## config.mk

```make
export PLATFORM = sky130hd
export DESIGN_NAME = hex_display_ctrl
export DESIGN_NICKNAME = d
export VERILOG_FILES = /design/src/rtl/hex_display_pkg.sv /design/src/rtl/seg7_glyph_decoder.sv /design/src/rtl/hex_display_ctrl.sv
export SDC_FILE = /design/constraint.sdc
export NUM_CORES = 1
export LEC_CHECK = 0
export ABC_AREA = 1
export CORE_MARGIN = 5
export CORE_UTILIZATION = 50
export DETAILED_ROUTE_END_ITERATION = 10
export PLACE_DENSITY = 0.73
export SLEW_MARGIN = 20
export SYNTH_ARGS = -nofsm -noshare
export SYNTH_HDL_FRONTEND = slang
export SYNTH_SLANG_ARGS = --single-unit
```

## constraint.sdc

```tcl
create_clock -name clk -period 3.8 [get_ports clk]
set_input_delay 0.38 -clock clk [delete_from_list [all_inputs] [get_ports clk]]
set_output_delay 0.38 -clock clk [all_outputs]
set_load 0.02 [all_outputs]
```

## src/rtl/hex_display_pkg.sv

```systemverilog
// Shared types and constants for the hex display controller: request modes,
// FSM state codes and the active-high gfedcba glyph table.
package hex_display_pkg;

  typedef enum logic [1:0] {
    MODE_STATIC = 2'd0,
    MODE_BLINK  = 2'd1,
    MODE_SCROLL = 2'd2
  } mode_e;

  localparam logic [1:0] ST_IDLE   = 2'd0;
  localparam logic [1:0] ST_SHOW   = 2'd1;
  localparam logic [1:0] ST_BLINK  = 2'd2;
  localparam logic [1:0] ST_SCROLL = 2'd3;

  localparam logic [6:0] GLYPH [16] = '{
    7'h3F, 7'h06, 7'h5B, 7'h4F, 7'h66, 7'h6D, 7'h7D, 7'h07,
    7'h7F, 7'h6F, 7'h77, 7'h7C, 7'h39, 7'h5E, 7'h79, 7'h71
  };

endpackage

```

## src/rtl/seg7_glyph_decoder.sv

```systemverilog
// Combinational nibble-to-segment decoder for one digit, with dp, blanking
// and output polarity. Byte order is h g f e d c b a.
module seg7_glyph_decoder
  import hex_display_pkg::*;
#(
  parameter bit ACTIVE_LOW = 1'b1
) (
  input  logic [3:0] nibble,
  input  logic       dp,
  input  logic       blank,
  output logic [7:0] seg
);

  logic [7:0] lit;

  always_comb begin
    lit = {dp, blank ? 7'h00 : GLYPH[nibble]};
    seg = ACTIVE_LOW ? ~lit : lit;
  end

endmodule

```

## src/rtl/hex_display_ctrl.sv

```systemverilog
// Controller for a bank of 7-segment digits: accepts a value over valid/ready
// and shows it statically, blinking, or scrolled across the digits.
module hex_display_ctrl
  import hex_display_pkg::*;
#(
  parameter int unsigned NUM_DIGITS    = 6,
  parameter int unsigned VALUE_NIBBLES = 8,
  parameter int unsigned TICK_DIV      = 25000000,
  parameter bit          ACTIVE_LOW    = 1'b1
) (
  input  logic                       clk,
  input  logic                       rst_n,
  input  logic                       in_valid,
  output logic                       in_ready,
  input  logic [4*VALUE_NIBBLES-1:0] in_value,
  input  logic [1:0]                 in_mode,
  input  logic                       blank_lz,
  input  logic [NUM_DIGITS-1:0]      dp_mask,
  output logic [8*NUM_DIGITS-1:0]    hex_out,
  output logic                       busy
);

  localparam int unsigned SPAN  = VALUE_NIBBLES - NUM_DIGITS;
  localparam int unsigned OFF_W = (SPAN > 0) ? $clog2(SPAN + 1) : 1;
  localparam int unsigned CNT_W = $clog2(TICK_DIV);
  localparam logic [7:0]  SEG_OFF = ACTIVE_LOW ? 8'hFF : 8'h00;

  logic [1:0]                 state_q, state_d;
  logic [4*VALUE_NIBBLES-1:0] value_q, value_d;
  logic                       blank_lz_q, blank_lz_d;
  logic [NUM_DIGITS-1:0]      dp_q, dp_d;
  logic [CNT_W-1:0]           cnt_q, cnt_d;
  logic                       phase_q, phase_d;
  logic [OFF_W-1:0]           offset_q, offset_d;
  logic [8*NUM_DIGITS-1:0]    hex_q, hex_d;

  logic accept, tick;

  assign in_ready = (state_q != ST_SCROLL);
  assign busy     = (state_q == ST_SCROLL);
  assign accept   = in_valid && in_ready;
  assign tick     = (state_q != ST_IDLE) && (cnt_q == CNT_W'(TICK_DIV - 1));
  assign hex_out  = hex_q;

  always_comb begin
    state_d    = state_q;
    value_d    = value_q;
    blank_lz_d = blank_lz_q;
    dp_d       = dp_q;
    cnt_d      = cnt_q;
    phase_d    = phase_q;
    offset_d   = offset_q;

    if (state_q != ST_IDLE) begin
      cnt_d = tick ? '0 : cnt_q + CNT_W'(1);
    end

    if (tick && state_q == ST_BLINK) begin
      phase_d = ~phase_q;
    end

    if (tick && state_q == ST_SCROLL) begin
      if (offset_q == '0) begin
        state_d = ST_SHOW;
      end else begin
        offset_d = offset_q - OFF_W'(1);
      end
    end

    if (accept) begin
      value_d    = in_value;
      blank_lz_d = blank_lz;
      dp_d       = dp_mask;
      cnt_d      = '0;
      phase_d    = 1'b1;
      offset_d   = '0;
      case (in_mode)
        MODE_BLINK: state_d = ST_BLINK;
        MODE_SCROLL: begin
          // With no spare nibbles there is nothing to scroll through.
          if (SPAN > 0) begin
            state_d  = ST_SCROLL;
            offset_d = OFF_W'(SPAN);
          end else begin
            state_d = ST_SHOW;
          end
        end
        default: state_d = ST_SHOW;
      endcase
    end
  end

  // The display is decoded from next-state values so the registered output
  // changes on the same edge as the state it reflects.
  logic [NUM_DIGITS-1:0][3:0] nib;
  logic [NUM_DIGITS-1:0]      lz;
  logic                       nz_seen;

  always_comb begin
    nib     = '0;
    lz      = '0;
    nz_seen = 1'b0;
    for (int k = NUM_DIGITS - 1; k >= 0; k--) begin
      nib[k]  = value_d[4*(k + int'(offset_d)) +: 4];
      nz_seen = nz_seen | (nib[k] != 4'h0);
      lz[k]   = (k != 0) && !nz_seen;
    end
  end

  logic [NUM_DIGITS-1:0] dig_blank, dig_dp;
  logic                  show_on;

  always_comb begin
    dig_blank = '1;
    dig_dp    = '0;
    show_on   = (state_d == ST_SHOW) || (state_d == ST_BLINK && phase_d);
    if (state_d == ST_SCROLL) begin
      dig_blank = '0;
      dig_dp    = dp_d;
    end else if (show_on) begin
      dig_blank = blank_lz_d ? lz : '0;
      dig_dp    = dp_d;
    end
  end

  for (genvar g = 0; g < NUM_DIGITS; g++) begin : g_digit
    seg7_glyph_decoder #(
      .ACTIVE_LOW(ACTIVE_LOW)
    ) u_dec (
      .nibble(nib[g]),
      .dp    (dig_dp[g]),
      .blank (dig_blank[g]),
      .seg   (hex_d[8*g +: 8])
    );
  end

  always_ff @(posedge clk or negedge rst_n) begin
    if (!rst_n) begin
      state_q    <= ST_IDLE;
      value_q    <= '0;
      blank_lz_q <= 1'b0;
      dp_q       <= '0;
      cnt_q      <= '0;
      phase_q    <= 1'b1;
      offset_q   <= '0;
      hex_q      <= {NUM_DIGITS{SEG_OFF}};
    end else begin
      state_q    <= state_d;
      value_q    <= value_d;
      blank_lz_q <= blank_lz_d;
      dp_q       <= dp_d;
      cnt_q      <= cnt_d;
      phase_q    <= phase_d;
      offset_q   <= offset_d;
      hex_q      <= hex_d;
    end
  end

endmodule

```

==> insert_results.sql, run 1 <==
INSERT INTO impl_metrics (metric_group, metric, value, unit) VALUES
('status', 'run_status', 'completed', ''),
('floorplanning', 'dieWidth', '130', 'µm'),
('synth', 'synth_sequential_area_ratio', '41.8', '%'),
('global_route', 'grt.overflow.total', '0', ''),
('routing', 'first_iter_violations', '439', ''),
('setup_path', 'timing.critical_path.arrival', '3.74', 'ns'),
('synth', 'post_synth_num_cell_types', '54', ''),
('synth', 'number_of_nets_in_the_synthesized_netlist', '960', ''),
('floorplanning', 'initial_core_utilization', '51.4', '%'),
('setup_path', 'critical_setup_path_class', 'flip-flop to flip-flop', ''),
('job', 'drv_cap', '0', ''),
('timing', 'slew-limit-headroom', '38.9', '%'),
('global_route', 'grt_util_all_layers', '22.0', '%'),
('setup_path', 'worstPathCellList', 'ha_1 -> nand3_1 -> nor2_2 -> nand2_1 -> nor2_4 -> nand3_2 -> nand2_1 -> nand2_1 -> buf_4 -> o21ai_1 -> ha_1 -> nand3_2 -> nor2_4 -> nand3_1 -> nand2_1 -> nand2_2 -> nand2_1', ''),
('routing', 'route.antenna.remaining_nets', '0', ''),
('synth', 'syn_area', '7160', 'µm²'),
('setup_path', 'cp_max_stage_cell', 'sky130_fd_sc_hd__o21ai_1', ''),
('cells_and_area', 'multi_input_comb_area', '3550', 'µm²'),
('place', 'placement.setup.worst_slack', '0.440', 'ns'),
('clocking', 'tritoncts.num_buffers', '17', ''),
('clocking', 'clock_tree_from_tritoncts', 'built', ''),
('power', 'cellLeakagePower', '4.08', 'nW'),
('clocking', 'cts.reportedPaths.clkPinSlew', '0.06', 'ns'),
('cells_and_area', 'regArea', '2990', 'µm²'),
('cells_and_area', 'mostFrequentLayoutCell', 'sky130_fd_sc_hd__nand2_1', ''),
('setup_path', 'worstPathRequired', '4.17', 'ns'),
('timing', 'finalHoldViolCount', '0', ''),
('cells_and_area', 'post_route_cells_drive_above_1_share', '20.4', '%'),
('global_route', 'grt_start_max_net_pins', '72', ''),
('clocking', 'postCtsSetupRepairBufs', '0', ''),
('synth', 'synthesized_area_per_cell', '8.16', 'µm²'),
('global_route', 'groute.layer.met2.usage', '34.8', '%'),
('routing', 'post_drt_wl_per_cell', '15.1', 'µm'),
('timing', 'grt_setup_unrepaired', 'no', ''),
('clocking', 'clkSinkCount', '117', ''),
('clocking', 'cts-root-buf', 'sky130_fd_sc_hd__clkbuf_16', ''),
('global_route', 'number_of_global_route_vias_before_repair', '5956', ''),
('global_route', 'grt.met1_usage', '28.8', '%'),
('floorplanning', 'io_pins', '94', ''),
('timing', 'worst-slew-pin-transition', '0.917', 'ns'),
('place', 'place.gp.congestion', '0.964', ''),
('setup_path', 'critPathMostFrequentCell', 'sky130_fd_sc_hd__nand2_1', ''),
('routing', 'route.final.wire_length', '17.7', 'mm'),
('setup_path', 'cp.buffers_inverters', '1', ''),
('clocking', 'worst_skew_pair.late_latency', '0.43', 'ns'),
('clocking', 'cts_resized', '0', ''),
('synth', 'synth_seq_cells', '117', ''),
('setup_path', 'cp-end-kind', 'flip-flop', ''),
('clocking', 'cts.htree.levels', '4', ''),
('cells_and_area', 'nNetsFinal', '1063', ''),
('setup_path', 'critPathMaxStageDelay', '0.51', 'ns'),
('timing', 'total_negative_slack', '0', 'ns'),
('timing', 'report.final.slew_viol_count', '0', ''),
('cells_and_area', 'diodes', '0', ''),
('cells_and_area', 'layout_common_cells', 'sky130_fd_sc_hd__nand2_1, sky130_fd_sc_hd__inv_1, sky130_fd_sc_hd__clkdlybuf4s50_1, sky130_fd_sc_hd__dfrtp_1, sky130_fd_sc_hd__nor2_1', ''),
('cells_and_area', 'areaGrowthSynthToFinish', '23.4', '%'),
('synth', 'count_of_warnings_emitted_by_yosys', '0', ''),
('floorplanning', 'core_area', '13900', 'µm²'),
('global_route', 'groute.layer.met3.usage', '4.74', '%'),
('global_route', 'grt_antenna_before_repair', '0', ''),
('timing', 'min_period', '3.38', 'ns'),
('global_route', 'grt.busiest_layer', 'met2', ''),
('setup_path', 'startpoint_type', 'flip-flop', ''),
('cells_and_area', 'fill_cells', '1204', ''),
('timing', 'setup_slack', '0.422', 'ns'),
('routing', 'drtPass1Iterations', '5', ''),
('routing', 'drt_drc_violations_left', '0', ''),
('timing', 'finalSetupViolCount', '0', ''),
('global_route', 'grt_first_pass_wirelength', '29.1', 'mm'),
('routing', 'via_count', '6121', ''),
('timing', 'clock_skew_after_layout', '0.00605', 'ns');
## registers in the layout (all words and copies together) (netlist names)
signal / cells
state_q: 2
offset_q: 2
dp_q: 6
value_q: 32
phase_q: 1
hex_out: 48
cnt_q: 25
blank_lz_q: 1
## per-layer routing
layer | part of all wire, % | vias up
li1 | - | 3071
met1 | 45 | 2832
met2 | 47 | 178
met5 | 0 | -
met3 | 5.4 | 40
met4 | 3.1 | 0
## path summary, 6_finish.rpt
kind,startpoint,to,slack [ns],depth (start not counted)
worst max-delay path,cnt_q[1],hex_out[16],0.42,17
worst min-delay path,rst_n,state_q[0],0.09,1
worst max register to register,cnt_q[1],hex_out[16],0.42,17
worst min register to register,dp_q[1],dp_q[1],0.47,2
max in group asynchronous,rst_n,hex_out[3],2.84,2
min in group clk,dp_q[1],dp_q[1],0.47,2
## Yosys cell counts, drive strengths merged
master  count  area share [%]
clkinv      3            0.16
o21bai      2            0.21
nor2       71             4.7
xnor2       1            0.12
a21o        1            0.10
nand4       6            0.82
nor4        3            0.26
o21a        7            0.73
o21ai      96             7.3
nand3      69             5.7
a22o        1            0.12
o22ai       2            0.17
a211oi      1            0.10
o32ai       1            0.12
clkbuf      1           0.052
dfrtp      68              24
o211ai     10             1.1
inv       119             6.3
nand3b      1            0.10
buf        20             2.2
dfstp      49              18
o311ai      2            0.24
mux2i       8             1.1
ha         39             6.8
a21oi      39             2.9
a21boi      1            0.16
nor3       13            0.91
a221oi      1            0.12
a41o        1            0.14
nand2     205              12
a41oi       1            0.12
xor2        1            0.12
or2        28             2.4
o41ai       1            0.12
a31oi       5            0.44
## power breakdown
| group | internal [W] | total [W] | switching (W) |
|---|---|---|---|
| Combinational | 0.00167 | 0.00452 | 0.00285 |
| Sequential | 0.00196 | 0.00211 | 0.000150 |
| Clock | 0.00102 | 0.00158 | 0.000557 |
| Total | 0.00465 | 0.00821 | 0.00356 |
## final cells by class
class                           instances  share of cell area (%)
Multi-Input combinational cell        617                    40.2
Sequential cell                       117                    33.8
Timing Repair Buffer                  105                    11.5
Clock buffer                           24                    5.93
Inverter                              122                    5.21
Tap cell                              180                    2.55
Clock inverter                          8                   0.751
## per-stage QoR
| stage | instance area (µm²) | util, % | power, W | instances | hold slack [ns] |
|---|---|---|---|---|---|
| after floorplan | 7160 | - | 0.00528 | 877 | 0.0844 |
| after global placement | 8240 | 59.2 | 0.00655 | 1141 | 0.456 |
| after detailed placement | 8240 | 59.2 | 0.00660 | 1141 | 0.457 |
| after CTS | 8830 | 63.4 | 0.00824 | 1173 | 0.122 |
| after global routing | 8830 | 63.4 | 0.00883 | 1173 | 0.178 |
| final | 8830 | 63.4 | 0.00821 | 1173 | 0.0879 |
## cell families after synthesis
| logic type | after synthesis | share of synthesized area (%) |
|---|---|---|
| AOI/OAI and AO/OA | 172 | 14.3 |
| xor gates and xnor gates | 2 | 0.245 |
| adders and majority gates | 39 | 6.82 |
| buffers and inverters | 143 | 8.63 |
| DFF | 117 | 41.8 |
| muxes | 8 | 1.12 |
| and+or+nand+nor | 396 | 27.1 |
## worst register-to-register path, delay by kind of cell (launching register included)
| kind | cells | cell delay [ns] |
|---|---|---|
| and+or+nand+nor | 13 | 1.65 |
| adders and majority gates | 2 | 0.51 |
| AOI/OAI and AO/OA | 1 | 0.51 |
| DFF | 1 | 0.37 |
| buffers and inverters | 1 | 0.27 |
(Power assumes the default switching activity.)
==> run 2: changes to the inputs <==
CORE_ASPECT_RATIO = 0.8   (was default)
==> run 2 against run 1 <==
Compared with the run above:
- largest power group unchanged
- critical path type unchanged
- via count grew 0.65%
- first-iteration DRC count grew 27%
- cell area shrank 0.14%
==> insert_results.sql, run 2 (synthesized netlist as in run 1, its figures left out) <==
INSERT INTO impl_metrics (metric_group, metric, value, unit) VALUES
('routing', 'post_drt_wl_per_cell', '15.3', 'µm'),
('setup_path', 'cp_max_stage_cell', 'sky130_fd_sc_hd__dfrtp_1', ''),
('floorplanning', 'core.rowCount', '39', ''),
('routing', 'drt_drc_violations_left', '0', ''),
('clocking', 'cts_hold_buf', '0', ''),
('power', 'ratio_of_total_power_to_cell_area', '930', 'nW/µm²'),
('routing', 'vias_per_cell', '5.24', ''),
('global_route', 'grt_util_all_layers', '22.7', '%'),
('power', 'ir_worst_vdd', '0.587', 'mV'),
('routing', 'drtPass1Iterations', '5', ''),
('routing', 'route.antenna.remaining_nets', '0', ''),
('timing', 'clock_skew_after_layout', '0.00741', 'ns'),
('place', 'port-buffer-count', '93', ''),
('timing', 'total_negative_slack', '0', 'ns'),
('cells_and_area', 'mostFrequentLayoutCell', 'sky130_fd_sc_hd__nand2_1', ''),
('global_route', 'grt.met1_usage', '33.8', '%'),
('power', 'report.power.total', '0.00820', 'W'),
('cells_and_area', 'largest_reg_flops', '48', ''),
('clocking', 'tritoncts.num_buffers', '17', ''),
('cells_and_area', 'final_cell_count_no_fill', '1175', ''),
('setup_path', 'cp.buffers_inverters', '4', ''),
('setup_path', 'cp_max_fo', '34', ''),
('timing', 'grt_setup_unrepaired', 'no', ''),
('setup_path', 'worstPathCellList', 'ha_1 -> nand3_1 -> inv_1 -> nand3_1 -> nor2_4 -> nand2_2 -> nand2_4 -> nand2_4 -> buf_4 -> a21oi_1 -> o21ai_0 -> o21ai_1 -> inv_1 -> ha_1 -> nand2_1 -> inv_1 -> a21oi_1 -> o21ai_1', ''),
('global_route', 'grt_antenna_before_repair', '0', ''),
('global_route', 'grt.busiest_layer', 'met1', ''),
('job', 'drv_cap', '0', ''),
('clocking', 'cts_resized', '0', ''),
('timing', 'worst-slew-pin-transition', '0.962', 'ns'),
('cells_and_area', 'nNetsFinal', '1061', ''),
('global_route', 'groute.layer.met2.usage', '32.9', '%'),
('status', 'run_status', 'completed', ''),
('cells_and_area', 'areaGrowthSynthToFinish', '23.2', '%'),
('setup_path', 'cp-end-kind', 'flip-flop', ''),
('floorplanning', 'dieWidth', '144', 'µm'),
('place', 'instance_count_after_placement_with_tap_cells_included', '1143', ''),
('floorplanning', 'fp.dieArea', '16800', 'µm²'),
('cells_and_area', 'diodes', '0', ''),
('timing', 'setup_slack', '0.373', 'ns'),
('global_route', 'groute.layer.met3.usage', '5.04', '%'),
('clocking', 'clock_tree_from_tritoncts', 'built', ''),
('cells_and_area', 'postLayoutCoreUtil', '62.3', '%'),
('setup_path', 'startpoint_type', 'flip-flop', ''),
('clocking', 'cts-root-buf', 'sky130_fd_sc_hd__clkbuf_16', ''),
('timing', 'finalSetupViolCount', '0', ''),
('clocking', 'cts.path.max_buffers', '2', ''),
('clocking', 'worst_skew_pair.late_latency', '0.42', 'ns'),
('setup_path', 'critPathMostFrequentCell', 'sky130_fd_sc_hd__inv_1', ''),
('floorplanning', 'core_area', '14200', 'µm²'),
('setup_path', 'timing.critical_path.arrival', '3.77', 'ns'),
('setup_path', 'critical_setup_path_class', 'flip-flop to flip-flop', ''),
('routing', 'route.final.wire_length', '18.0', 'mm'),
('worst_hold_path', 'hp-class', 'input pin to async pin', ''),
('floorplanning', 'fp.dieH', '117', 'µm'),
('timing', 'report.final.slew_viol_count', '0', ''),
('place', 'place_hpwl', '13.0', 'mm'),
('global_route', 'grt_first_pass_wirelength', '29.8', 'mm'),
('cells_and_area', 'post_route_cells_drive_above_1_share', '20.3', '%'),
('place', 'placement.setup.worst_slack', '0.313', 'ns'),
('cells_and_area', 'layout_common_cells', 'sky130_fd_sc_hd__nand2_1, sky130_fd_sc_hd__inv_1, sky130_fd_sc_hd__clkdlybuf4s50_1, sky130_fd_sc_hd__dfrtp_1, sky130_fd_sc_hd__nor2_1', ''),
('floorplanning', 'io_pins', '94', ''),
('timing', 'final_cycle_share', '90.2', '%'),
('clocking', 'postCtsSetupRepairBufs', '0', ''),
('clocking', 'clkSinkCount', '117', ''),
('clocking', 'cts.htree.levels', '4', ''),
('timing', 'maxClockFrequency', '0.292', 'GHz'),
('setup_path', 'critPathTopFamily', 'simple AND/OR/NAND/NOR gates', ''),
('setup_path', 'worst-path-stages', '18', ''),
('global_route', 'number_of_global_route_vias_before_repair', '5909', ''),
('routing', 'first_iter_violations', '559', ''),
('setup_path', 'critPathMaxStageDelay', '0.38', 'ns'),
('floorplanning', 'initial_core_utilization', '50.6', '%'),
('global_route', 'grt_start_max_net_pins', '76', ''),
('place', 'place.gp.congestion', '0.951', ''),
('timing', 'slew-limit-headroom', '35.8', '%'),
('setup_path', 'regToRegSetupSlack', '0.37', 'ns'),
('clocking', 'cts.reportedPaths.clkPinSlew', '0.06', 'ns'),
('routing', 'via_count', '6161', ''),
('setup_path', 'worstRegToRegCells', '18', ''),
('setup_path', 'worstPathRequired', '4.14', 'ns'),
('power', 'cellLeakagePower', '4.06', 'nW'),
('timing', 'min_period', '3.43', 'ns'),
('timing', 'finalHoldViolCount', '0', ''),
('global_route', 'grt.overflow.total', '0', '');
run 2: changes by cell type in the layout (fill, tap and decap cells not counted), sizes merged:
cell and delta:
clkinvlp +2, clkinv -1, buf -2, bufinv +1, clkbuf -1, inv -1
run 2: cell type report:
type	instances	area, µm²
clock inverter	9	100
multi-input combinational	617	3550
fill	1257	5330
clock buffer	23	488
timing repair buffer	103	1000
sequential	117	2990
tap	184	230
inverter	122	460
run 2: per-layer routing:
metal | vias up | routed length, µm
met5 | - | 0
met4 | 0 | 360
met3 | 27 | 1100
met2 | 204 | 7550
met1 | 2879 | 8990
li1 | 3051 | -
run 2: through the flow:
stage               instance area (µm²)  hold WS [ns]
global route                       8820         0.194
CTS                                8820         0.138
global placement                   8230         0.455
finish                             8820         0.116
detailed placement                 8230         0.455
floorplan                          7160        0.0844
run 2: where the power goes:
group,internal (W),switching [W],leakage (nW)
combinational,0.00166,0.00284,2.41
clock,0.00103,0.000563,0.289
sequential,0.00196,0.000152,1.35
run 2: worst paths after layout:
kind,startpoint,end
max reg2reg,cnt_q[1],hex_out[1]
max,cnt_q[1],hex_out[1]
min in group clk,dp_q[3],dp_q[3]
min,rst_n,value_q[7]
min reg2reg,dp_q[3],dp_q[3]
max in group asynchronous,rst_n,hex_out[43]
==> run 3: changes to the inputs <==
CTS_CLUSTER_SIZE = 28   (was default)
==> results of run 3 <==
Final layout, timing and power as in run 2 (identical DEF).
